### src/rtl/regfile_wb_arbiter.sv
// regfile_wb_arbiter: merges ALU and buffered long-latency results into one registered RF write per cycle.
module regfile_wb_arbiter #(
  parameter int DATA_WIDTH = 32,
  parameter int ADR_WIDTH  = 5,
  parameter int FIFO_DEPTH = 4
) (
  input  logic                  clk_i,
  input  logic                  rst_i,
  input  logic                  alu_valid_i,
  input  logic [ADR_WIDTH-1:0]  alu_rd_i,
  input  logic [DATA_WIDTH-1:0] alu_data_i,
  input  logic                  ll_valid_i,
  output logic                  ll_ready_o,
  input  logic [ADR_WIDTH-1:0]  ll_rd_i,
  input  logic [DATA_WIDTH-1:0] ll_data_i,
  input  logic                  issue_i,
  input  logic [ADR_WIDTH-1:0]  issue_rd_i,
  input  logic [ADR_WIDTH-1:0]  rs1_i,
  input  logic [ADR_WIDTH-1:0]  rs2_i,
  output logic                  busy1_o,
  output logic                  busy2_o,
  output logic                  we3_o,
  output logic [ADR_WIDTH-1:0]  a3_o,
  output logic [DATA_WIDTH-1:0] wd3_o
);
  localparam int PW = $clog2(FIFO_DEPTH);
  localparam logic [PW:0] FULL = (PW+1)'(FIFO_DEPTH);
  logic [ADR_WIDTH-1:0]    rd_q [FIFO_DEPTH];
  logic [DATA_WIDTH-1:0]   data_q [FIFO_DEPTH];
  logic [PW-1:0]           wp_q, rp_q;
  logic [PW:0]             cnt_q, cnt_d;
  logic [2**ADR_WIDTH-1:0] sb_q, sb_d;
  logic                    we3_q;
  logic [ADR_WIDTH-1:0]    a3_q;
  logic [DATA_WIDTH-1:0]   wd3_q;
  logic                    alu_sel, pop, push, wr_en;
  logic [ADR_WIDTH-1:0]    head_rd;
  // Selection uses the registered count, so a fresh push is only poppable next cycle.
  assign alu_sel    = alu_valid_i && (alu_rd_i != '0);
  assign pop        = !alu_sel && (cnt_q != '0);
  assign ll_ready_o = !rst_i && (cnt_q != FULL);
  assign push       = ll_valid_i && ll_ready_o;
  assign head_rd    = rd_q[rp_q];
  assign wr_en      = alu_sel || (pop && (head_rd != '0));
  assign cnt_d      = cnt_q + {{PW{1'b0}}, push} - {{PW{1'b0}}, pop};
  assign busy1_o    = (rs1_i != '0) && sb_q[rs1_i];
  assign busy2_o    = (rs2_i != '0) && sb_q[rs2_i];
  assign we3_o      = we3_q;
  assign a3_o       = a3_q;
  assign wd3_o      = wd3_q;
  always_comb begin
    sb_d = sb_q;
    if (pop) sb_d[head_rd] = 1'b0;
    if (issue_i && (issue_rd_i != '0)) sb_d[issue_rd_i] = 1'b1;
  end
  always_ff @(posedge clk_i) begin
    if (push) begin
      rd_q[wp_q]   <= ll_rd_i;
      data_q[wp_q] <= ll_data_i;
    end
  end
  always_ff @(posedge clk_i) begin
    if (rst_i) begin
      wp_q  <= '0;
      rp_q  <= '0;
      cnt_q <= '0;
      sb_q  <= '0;
      we3_q <= 1'b0;
      a3_q  <= '0;
      wd3_q <= '0;
    end else begin
      if (push) wp_q <= wp_q + 1'b1;
      if (pop) rp_q <= rp_q + 1'b1;
      cnt_q <= cnt_d;
      sb_q  <= sb_d;
      we3_q <= wr_en;
      if (wr_en) begin
        a3_q  <= alu_sel ? alu_rd_i : head_rd;
        wd3_q <= alu_sel ? alu_data_i : data_q[rp_q];
      end
    end
  end
endmodule
### config.mk
export PLATFORM = sky130hd
export DESIGN_NAME = regfile_wb_arbiter
export DESIGN_NICKNAME = d
export VERILOG_FILES = /design/src/rtl/regfile_wb_arbiter.sv
export SDC_FILE = /design/constraint.sdc
export NUM_CORES = 1
export LEC_CHECK = 0
export ABC_AREA = 1
export BUFFER_PORTS_ARGS = -buffer_cell sky130_fd_sc_hd__buf_2
export CORE_MARGIN = 2
export CORE_UTILIZATION = 55
export CTS_BUF_LIST = sky130_fd_sc_hd__clkbuf_4 sky130_fd_sc_hd__clkbuf_8
export CTS_CLUSTER_DIAMETER = 50
export DETAILED_ROUTE_END_ITERATION = 10
export GPL_TIMING_DRIVEN = 0
export PLACE_DENSITY_LB_ADDON = 0.3
export SLEW_MARGIN = 25
export SYNTH_ARGS = -nofsm -noshare
export SYNTH_HDL_FRONTEND = slang
export SYNTH_SLANG_ARGS = --single-unit
### constraint.sdc
create_clock -name clk_i -period 5.2 [get_ports clk_i]
set_clock_uncertainty 0.05 [all_clocks]
set_input_delay 0.26 -clock clk_i [delete_from_list [all_inputs] [get_ports clk_i]]
set_output_delay 0.26 -clock clk_i [all_outputs]
set_load 0.05 [all_outputs]
==> metrics.txt, run 1 <==
top cell type's share of synthesized area=44.25%; CTS tree=built; RSZ-0062 raised after global routing=false; CTS root buf=clkbuf_8; P_leak=5.063 nW; # setup viols final=0; WS Path Type=reg2reg; relative slew slack=48.74%; DRT iter0 DRCs=776; flop-to-flop setup slack=2.67 ns; share of cells above drive strength 1=17.04%; Post-CTS Setup Repair Bufs=0; library cells used by synthesis=26; Mapped Cells=1,132; htree depth=2; drt pass-1 iters=5; worst path arrival time=2.90 ns; P per Cell Area=464.1 mW/mm^2; Setup Total Neg Slack=0 ns; endpoints failing hold=0; first-pass GRT wire length=43,210 um; crit path launch type=register; worst-margin pin slew=0.7660 ns; WL final=27,750 um; Longest Clk Path Bufs=3; Initial Util=55.92%; Finished Layout Cells=1,614; Syn Area/Cell=8.873 um^2; Fmax=0.3958 GHz; element type at the critical path end=register; maximum VDD drop=0.3073 mV; synth top area cells=edfxtp_1 44%, dfxtp_1 16%, nand2_1 11%; Synth Cell Area=0.01004 mm^2; most common cell after layout, fill and taps aside=nand2_1; max cap viols=0; Critical Path Fanout Max=8; die width=139.1 um; Synth area leader=edfxtp_1; via/cell ratio=5.544; Post-route DRC=0; Yosys Warn Count=0; I/O Buffers=131; Core Region=0.01796 mm^2; vias in the first global route=8,588; Inst Count DP=1,498; via count=8,948; commonest non-fill, non-tap cells in the layout=289 x nand2_1, 148 x edfxtp_1, 140 x buf_2; outcome=finished clean; remaining antenna violation count=0; clock slew seen by the registers of the worst setup and hold paths=0.06 ns; syn_nets=1,233; HP Class=in2reg; CTS sink cnt=227; post-detail-place hpwl=18,790 um; final slew viol count=0; Routed wire per std cell=17.19 um; global route overflow=0; routability congestion estimate=0.9079; FF+latch count, synth=227; period utilization=48.59%; initial antenna violation count=0; CTS Buf Count=39; Boundary Pins=135; # rows=49; Skew-Pair Late Insertion Delay=0.54 ns; GRT Util Overall=28.25%; CP required=5.57 ns; Final nets=1,455; Layout area overhead=23.97%; sequential-to-total area share from yosys stat=59.99%; largest net degree at the start of global routing=23; die area=0.01936 mm^2; # diodes=0; Die H=139.1 um; Tmin final=2.527 ns
[worst max-delay path: stages (launching register included)]
cell and delay (ns):
dfxtp_1 0.35, nor3_1 0.28, inv_1 0.11, nand2_1 0.23
inv_1 0.13, ha_1 0.28, inv_1 0.05, ha_1 0.13
inv_1 0.05, fa_1 0.37, xor2_1 0.16, o21ai_0 0.15
a21oi_1 0.05
[registers in the layout, summed over array words and instances, names as in the netlist, named ones only]
signal	flops
a3_o	5
we3_o	1
cnt_q	3
wd3_o	32
rd_q	20
sb_q	32
data_q	128
rp_q	2
wp_q	2
[synth_stat cells, drive strengths merged]
cell type	number
o22ai	32
xor2	1
inv	88
or2	1
fa	1
o21bai	1
nand4	2
nand3	73
a21oi	94
buf	28
dfxtp	79
nor3	7
ha	6
nand2	291
and3	1
clkbuf	37
edfxtp	148
o21ai	99
o211ai	12
nor2	131
[per-stage QoR]
stage / total power [mW] / worst slack [ns] / instance area [um^2] / util (%) / hold slack [ns]
2_1_floorplan: 3.476 / 1.441 / 10040 / - / 0.3089
3_3_place_gp: 3.956 / 0.9436 / 10990 / 61.16 / 0.3966
3_5_place_dp: 4.010 / 2.548 / 11150 / 62.05 / 0.4091
4_1_cts: 5.769 / 2.650 / 12450 / 69.32 / 0.0009398
5_1_grt: 6.040 / 2.422 / 12450 / 69.32 / 0.03124
6_report: 5.780 / 2.673 / 12450 / 69.32 / 0.02110
[path summary, 6_finish.rpt]
kind / start / end / cells after the start
hold / removal: alu_data_i[14] / wd3_o[14] / 5
setup / recovery: cnt_q[1] / cnt_q[2] / 12
setup reg to reg: cnt_q[1] / cnt_q[2] / 12
hold reg to reg: sb_q[9] / sb_q[9] / 2
[layer usage]
| layer | track usage [%] | wire, um | vias up |
|---|---|---|---|
| met1 | 36.42 | 10860 | 4148 |
| met4 | 12.97 | 930 | 0 |
| met2 | 47.16 | 13630 | 461 |
| met5 | 0 | 0 | - |
| li1 | - | - | 4266 |
| met3 | 4.696 | 2326 | 73 |
[where the power goes]
part,leakage (nW),total (mW),switching (mW),internal [mW]
Combinational,2.61,1.84,1.32,0.516
Clock,0.458,1.75,0.726,1.03
Sequential,1.99,2.19,0.0847,2.11
[layout make-up]
| class | instances | area, um^2 |
|---|---|---|
| clock buffer | 61 | 752.0 |
| multi-input combinational | 752 | 3426 |
| clock inverter | 11 | 112.6 |
| sequential | 227 | 6026 |
| fill | 1403 | 5512 |
| tap | 229 | 286.5 |
| buffer | 65 | 292.8 |
| timing repair buffer | 181 | 1226 |
| inverter | 88 | 330.3 |
[cell families after synthesis]
| kind of cell | after synthesis | synth area share, % |
|---|---|---|
| AND/OR/NAND/NOR | 506 | 20.15 |
| AO/OA/AOI/OAI | 238 | 12.62 |
| flip-flops | 227 | 59.99 |
| buffers and inverters | 153 | 6.203 |
| adder cells (fa/ha/maj) | 7 | 0.9467 |
| XOR/XNOR | 1 | 0.08721 |
[what timing repair did]
item,CTS,global route
hold endpoints to repair,155,0
hold buffers,44,0
gates resized for setup,0,0
Power figures use the tool's default switching activity.
==> inputs of run 2 (changes only) <==
--- a/config.mk
+++ b/config.mk
@@ -5,10 +5,10 @@
 export SDC_FILE = /design/constraint.sdc
 export NUM_CORES = 1
 export LEC_CHECK = 0
-export ABC_AREA = 1
+export ABC_AREA = 0
 export BUFFER_PORTS_ARGS = -buffer_cell sky130_fd_sc_hd__buf_2
 export CORE_MARGIN = 2
-export CORE_UTILIZATION = 55
+export CORE_UTILIZATION = 54
 export CTS_BUF_LIST = sky130_fd_sc_hd__clkbuf_4 sky130_fd_sc_hd__clkbuf_8
 export CTS_CLUSTER_DIAMETER = 50
 export DETAILED_ROUTE_END_ITERATION = 10
==> constraint.sdc (replaced) <==
create_clock -name clk_i -period 2.2 [get_ports clk_i]
set_clock_uncertainty 0.05 [all_clocks]
set_input_delay 0.11 -clock clk_i [delete_from_list [all_inputs] [get_ports clk_i]]
set_output_delay 0.11 -clock clk_i [all_outputs]
set_load 0.05 [all_outputs]
==> run 2 against run 1 <==
  * The flow now finishes with violations (setup timing)
  * Routed wire length rose by 10%
  * Sequential share of layout area is 4.9 points lower
  * Synthesized area up 7.2%
  * Critical path depth fell by 8
  * Non-clock buffer count rose by 69
  * Sequential power grew 140%
  * Global-route usage is 0.17 points lower
  * Clock-buffer cell count down 9
  * Register-to-register slack got worse by 2.8 ns
  * Die area grew 8.9%
  * Total power rose by 140%
  * Core utilization is 1.6 points higher
  * Critical path type is now reg2out
==> metrics.txt, run 2 <==
Fmax=0.4184 GHz; Layout area overhead=28.68% (was 23.97%); vias in the first global route=8,745 (was 8,588); htree depth=2 (unchanged); WS Path Type=reg2out (was reg2reg); Synth Cell Area=0.01077 mm^2 (was 0.01004 mm^2); worst slack, placed=-0.6503 ns (was 2.548 ns); FFs w/ async S/R, synth=0% (unchanged); outcome=finished with violations (was finished clean); maximum VDD drop=0.7283 mV (was 0.3073 mV); most frequent cell after synthesis=edfxtp_1 (was nand2_1); P per Cell Area=1004 mW/mm^2 (was 464.1 mW/mm^2); HP Class=in2reg (unchanged); clock slew seen by the registers of the worst setup and hold paths=0.05 ns (was 0.06 ns); Synth top cells by count=148 x edfxtp_1, 78 x dfxtp_1, 70 x nand4_1 (was 289 x nand2_1, 148 x edfxtp_1, 131 x nor2_1); Skew-Pair Late Insertion Delay=0.53 ns (was 0.54 ns); via count=9,007 (was 8,948); initial antenna violation count=1 (was 0); element type at the critical path end=output port (was register); Final nets=1,221 (was 1,455); library cells used by synthesis=48 (was 26); drt pass-1 iters=5 (unchanged); number of synthesized flops with an enable pin=148 (unchanged); post-detail-place hpwl=19,290 um (was 18,790 um); CTS Buf Count=38 (was 39); I/O Buffers=130 (was 131); max reg flops=128 (unchanged); Setup WS post-layout=-0.1902 ns (was 2.673 ns); Mapped Cells=849 (was 1,132); worst path arrival time=2.23 ns (was 2.90 ns); crit path launch type=register (unchanged); WL final=30,530 um (was 27,750 um); # rows=51 (was 49); CTS tree=built (unchanged); Inst Count DP=1,244 (was 1,498); Boundary Pins=135 (unchanged); ys flop type=edfxtp_1 (unchanged); Synth area leader=edfxtp_1 (unchanged); sequential-to-total area share from yosys stat=55.79% (was 59.99%); Tmin final=2.390 ns; relative slew slack=33.76% (was 48.74%); most flop-heavy register=data_q (unchanged); P_leak=4.695 nW (was 5.063 nW); # setup viols final=31 (was 0); Initial Util=55.13% (was 55.92%); via/cell ratio=6.374 (was 5.544); commonest non-fill, non-tap cells in the layout=148 x edfxtp_1, 134 x buf_2, 73 x dlygate4sd3_1 (was 289 x nand2_1, 148 x edfxtp_1, 140 x buf_2); Longest Clk Path Bufs=3 (unchanged); Die H=145.2 um (was 139.1 um); GRT Util Overall=28.09% (was 28.25%); Yosys Warn Count=0 (unchanged); most common cell after layout, fill and taps aside=edfxtp_1 (was nand2_1); Finished Layout Cells=1,413 (was 1,614); Routed wire per std cell=21.61 um (was 17.19 um); syn_nets=950 (was 1,233); largest net degree at the start of global routing=38 (was 23); Syn Area/Cell=12.68 um^2 (was 8.873 um^2); failing checks=setup timing; top cell type's share of synthesized area=41.28% (was 44.25%); Core Region=0.01953 mm^2 (was 0.01796 mm^2); Post-route DRC=0 (unchanged); period utilization=108.6%; RSZ-0062 raised after global routing=true (was false); max cap viols=0 (unchanged); CP required=2.04 ns (was 5.57 ns); synth top area cells=edfxtp_1 41%, dfxtp_1 15%, mux4_2 12% (was edfxtp_1 44%, dfxtp_1 16%, nand2_1 11%); worst-margin pin slew=0.9845 ns (was 0.7660 ns); CTS root buf=clkbuf_8 (unchanged); routability congestion estimate=0.8635 (was 0.9079); CTS sink cnt=226 (was 227); share of cells above drive strength 1=31.15% (was 17.04%); FF+latch count, synth=226 (was 227); first-pass GRT wire length=46,960 um (was 43,210 um); die width=145.2 um (was 139.1 um); final slew viol count=0 (unchanged); endpoints failing hold=0 (unchanged); Critical Path Fanout Max=3 (was 8); die area=0.02108 mm^2 (was 0.01936 mm^2); DRT iter0 DRCs=1,120 (was 776); remaining antenna violation count=0 (unchanged); global route overflow=0 (unchanged)
-- run 2: cell types whose count changed in the layout (fill, tap and decap cells not counted), sizes merged, moves of 38 or more --
cell and change:
a21oi -68, o21ai -58, mux4 +55, nor2 -103, nand3 -71, nor3b +38, or4 +42, nand4 +68
inv -80, nand2 -265
-- run 2: layout make-up --
| type | count | area, um^2 |
|---|---|---|
| repair buffers | 234 | 1705 |
| clock buffers | 52 | 640.6 |
| fillers | 1363 | 5673 |
| multi-input cells | 529 | 4546 |
| inverters | 10 | 48.80 |
| diodes | 2 | 5.005 |
| well taps | 265 | 331.6 |
| flip-flops and latches | 226 | 6031 |
| plain buffers | 81 | 455.4 |
| clock inverters | 14 | 90.09 |
-- run 2: per-stage QoR --
stage                     power [mW]  util, %  area, um^2  TNS [ns]  hold slack [ns]
final                          13.91    70.95       13850    -1.063          0.03650
after global routing           14.47    70.93       13850    -3.287          0.05865
after floorplan                8.400        -       10840   -0.1904           0.1589
after global placement         9.542    60.55       11820    -40.78           0.2729
after detailed placement       9.618    60.56       11830    -33.80           0.2776
after CTS                      13.60    69.29       13530    -7.669         0.002005
-- run 2: worst max-delay path, cell delays in order, from the launching register on --
cell,delay [ns]
dfxtp_1,0.33
mux4_2,0.47
mux4_2,0.47
mux2_4,0.29
buf_8,0.15
-- run 2: kinds of logic (layout without fill, tap and decap cells) --
| kind of cell | Yosys count | after routing | share of synthesized area, % |
|---|---|---|---|
| AO/OA/AOI/OAI | 166 | 166 | 10.59 |
| buffers and inverters | 94 | 391 | 3.557 |
| other | 0 | 2 | 0 |
| adder cells (fa/ha/maj) | 7 | 7 | 0.8833 |
| AND/OR/NAND/NOR | 289 | 289 | 16.56 |
| flip-flops | 226 | 226 | 55.79 |
| multiplexers | 63 | 63 | 12.30 |
| XOR/XNOR | 4 | 4 | 0.3255 |
-- run 2: worst paths after layout --
check	depth (start not counted)	start	slack (ns)	end
worst max-delay path	4	sb_q[15]	-0.19	busy1_o
worst min-delay path	5	alu_data_i[5]	0.04	wd3_o[5]
worst max register to register	12	cnt_q[1]	-0.10	cnt_q[2]
worst min register to register	2	sb_q[24]	0.45	sb_q[24]
-- run 2: power by group --
group | switching, mW | leakage [nW] | internal [mW] | total (mW)
registers | 0.346 | 1.99 | 5.01 | 5.36
clock network | 1.66 | 0.390 | 2.00 | 3.67
logic | 3.06 | 2.31 | 1.82 | 4.89
-- run 2: what timing repair did --
action	CTS	global route
hold endpoints to repair	186	0
pin swaps	5	36
endpoints found under the setup margin	137	65
resized for setup	43	60
cloned	1	4
hold buffers	73	0
buffers inserted	15	11
-- run 2: routing by layer --
layer / track usage [%] / wire (um) / vias to the layer above
li1: - / - / 4021
met1: 37.79 / 11990 / 4376
met2: 46.48 / 14690 / 536
met3: 5.786 / 3010 / 74
met4: 8.382 / 836 / 0
met5: 0 / 0 / -
==> inputs of run 3 (changes only) <==
--- a/config.mk
+++ b/config.mk
@@ -8,7 +8,7 @@
 export ABC_AREA = 0
 export BUFFER_PORTS_ARGS = -buffer_cell sky130_fd_sc_hd__buf_2
 export CORE_MARGIN = 2
-export CORE_UTILIZATION = 54
+export CORE_UTILIZATION = 55
 export CTS_BUF_LIST = sky130_fd_sc_hd__clkbuf_4 sky130_fd_sc_hd__clkbuf_8
 export CTS_CLUSTER_DIAMETER = 50
 export DETAILED_ROUTE_END_ITERATION = 10
==> constraint.sdc (replaced) <==
create_clock -name clk_i -period 2.6 [get_ports clk_i]
set_clock_uncertainty 0.05 [all_clocks]
set_input_delay 0.13 -clock clk_i [delete_from_list [all_inputs] [get_ports clk_i]]
set_output_delay 0.13 -clock clk_i [all_outputs]
set_load 0.05 [all_outputs]
==> run 3 against run 2 <==
  * First-iteration DRC count fell by 36%
  * Final area fell by 3.7%
  * Core utilization fell by 1.9 points
  * The flow still finishes with violations (setup timing)
  * Final cell count fell by 1.6%
  * Routed wire length fell by 3.3%
  * Sequential power fell by 15%
  * Sequential share of layout area rose by 1.5 points
  * Flip-flop and latch count did not move
  * Critical path depth rose by 9
  * Register-to-register slack improved by 0.08 ns
  * Total power fell by 18%
==> metrics.txt, run 3 (synthesis results as in run 2) <==
outcome=finished with violations (unchanged); failing checks=setup timing (unchanged); FF-to-FF Start=cnt_q[1] (unchanged); Longest Clk Path Bufs=3 (unchanged); max reg flops=128 (unchanged); WL final=29,540 um (was 30,530 um); Layout area overhead=23.95% (was 28.68%); RSZ-0062 raised after global routing=true (unchanged); Fmax=0.3817 GHz; Post-route DRC=0 (unchanged); CTS Buf Count=37 (was 38); via count=8,841 (was 9,007); M1 WL=11,740 um (was 11,990 um); HP Class=in2reg (unchanged); CP required=2.94 ns (was 2.04 ns); Setup Total Neg Slack=-0.01954 ns (was -1.063 ns); largest net degree at the start of global routing=38 (unchanged); Critical Path Fanout Max=10 (was 3); sw frac=36.38% (was 36.48%); global route overflow=0 (unchanged); Setup WS post-layout=-0.01954 ns (was -0.1902 ns); element type at the critical path end=register (was output port); crit path launch type=register (unchanged); Filler Cell Count=1,361 (was 1,363); sequential fraction of design power=39.5% (was 38.5%); Core Region=0.01933 mm^2 (was 0.01953 mm^2); Initial Util=55.68% (was 55.13%); Tmin final=2.620 ns; drt pass-1 iters=5 (unchanged); most flop-heavy register=data_q (unchanged); P_leak=4.493 nW (was 4.695 nW); CTS root buf=clkbuf_8 (unchanged); maximum VDD drop=0.5289 mV (was 0.7283 mV); Final nets=1,196 (was 1,221); worst slack, placed=-0.5639 ns (was -0.6503 ns); die area=0.02071 mm^2 (was 0.02108 mm^2); commonest non-fill, non-tap cells in the layout=148 x edfxtp_1, 146 x buf_2, 75 x dfxtp_1 (was 148 x edfxtp_1, 134 x buf_2, 73 x dlygate4sd3_1); top routing layer in use=met4 (unchanged); DRT iter0 DRCs=721 (was 1,120); Routed wire per std cell=21.24 um (was 21.61 um); met2 wire len=14,470 um (was 14,690 um); CTS tree=built (unchanged); worst-margin pin slew=0.8302 ns (was 0.9845 ns); share of cells above drive strength 1=26.69% (was 31.15%); I/O Buffers=130 (unchanged); Comb pwr share=32.9% (was 35.1%); GRT Util Overall=28.86% (was 28.09%); remaining antenna violation count=0 (unchanged); endpoints failing hold=0 (unchanged); most common cell after layout, fill and taps aside=edfxtp_1 (unchanged); via/cell ratio=6.356 (was 6.374); worst path arrival time=2.96 ns (was 2.23 ns); # rows=51 (unchanged); period utilization=100.8%; routability congestion estimate=0.8721 (was 0.8635); die width=143.9 um (was 145.2 um); post-detail-place hpwl=19,490 um (was 19,290 um); P per Cell Area=858.1 mW/mm^2 (was 1004 mW/mm^2); CTS sink cnt=226 (unchanged); hold_sp=alu_data_i[30] (was alu_data_i[5]); vias in the first global route=8,604 (was 8,745); sw power=4.166 mW (was 5.075 mW); WS Path Type=reg2reg (was reg2out); max cap viols=0 (unchanged); relative slew slack=43.90% (was 33.76%); # setup viols final=1 (was 31); Clk pwr share=27.5% (was 26.4%); final slew viol count=0 (unchanged); clock slew seen by the registers of the worst setup and hold paths=0.06 ns (was 0.05 ns); Die H=143.9 um (was 145.2 um); crit path from=cnt_q[1] (was sb_q[15]); Skew-Pair Late Insertion Delay=0.54 ns (was 0.53 ns); Hold WS=0.02564 ns (was 0.03650 ns); Boundary Pins=135 (unchanged); htree depth=2 (unchanged); initial antenna violation count=0 (was 1); Int Pwr=7.285 mW (was 8.835 mW); met3 WL=2643 um (was 3010 um); first-pass GRT wire length=45,830 um (was 46,960 um)
run 3: changes by cell type in the layout (fill, tap and decap cells not counted), moves of 5 or more:
cell and delta:
buf_8 -8, buf_4 -18, dfxtp_1 +9, clkinv_2 -5
dfxtp_2 -7, clkbuf_4 +7, clkbuf_1 +6, buf_6 -8
buf_2 +12
run 3: critical path: stages, from the launching register on:
cell and delay (ns):
dfxtp_4 0.38, nor3_4 0.05, or3_1 0.36, buf_4 0.17, buf_6 0.14, inv_2 0.08, ha_1 0.23, inv_1 0.06
ha_1 0.16, inv_1 0.06, fa_2 0.36, xor2_2 0.18, xnor2_1 0.14, nor2_1 0.06
run 3: what timing repair did:
item	CTS	global route
hold buffers	69	0
setup buffers	1	6
gates cloned	0	0
gates resized for setup	10	12
pin swaps	1	2
hold endpoints to repair	180	0
endpoints found under the setup margin	33	36
run 3: per-stage QoR:
| stage | util [%] | instance area [um^2] | total power, mW | instances |
|---|---|---|---|---|
| after floorplan | - | 10770 | 7.037 | 849 |
| after global placement | 60.78 | 11750 | 8.017 | 1244 |
| after detailed placement | 60.93 | 11780 | 8.065 | 1245 |
| after CTS | 68.58 | 13260 | 11.33 | 1383 |
| after global routing | 68.99 | 13340 | 11.91 | 1389 |
| final | 69.02 | 13340 | 11.45 | 1391 |
run 3: power groups by stage:
stage	sequential, mW	clock, mW	combinational (mW)
floorplan	5.24	0	1.80
global placement	4.57	0	3.44
detailed placement	4.58	0	3.49
CTS	4.52	3.18	3.63
global route	4.56	3.33	4.03
finish	4.53	3.15	3.77
run 3: metal layers:
| layer | track usage (%) | vias to the layer above |
|---|---|---|
| li1 | - | 3964 |
| met2 | 48.25 | 505 |
| met3 | 5.731 | 66 |
| met4 | 9.443 | 0 |
| met5 | 0 | - |
| met1 | 38.13 | 4306 |
run 3: area by class of cell:
class	count	area, um^2	area share, %
well taps	265	331.6	2.485
plain buffers	84	357.8	2.682
repair buffers	207	1414	10.60
multi-input cells	529	4432	33.21
clock buffers	58	673.1	5.045
flip-flops and latches	226	6015	45.07
clock inverters	10	78.83	0.5907
diodes	2	5.005	0.03751
inverters	10	37.54	0.2813
run 3: final timing paths:
| check | end | slack [ns] | cells past startpoint |
|---|---|---|---|
| setup reg to reg | cnt_q[2] | -0.02 | 13 |
| setup / recovery | cnt_q[2] | -0.02 | 13 |
| hold reg to reg | rp_q[1] | 0.44 | 2 |
| hold / removal | wd3_o[30] | 0.03 | 5 |
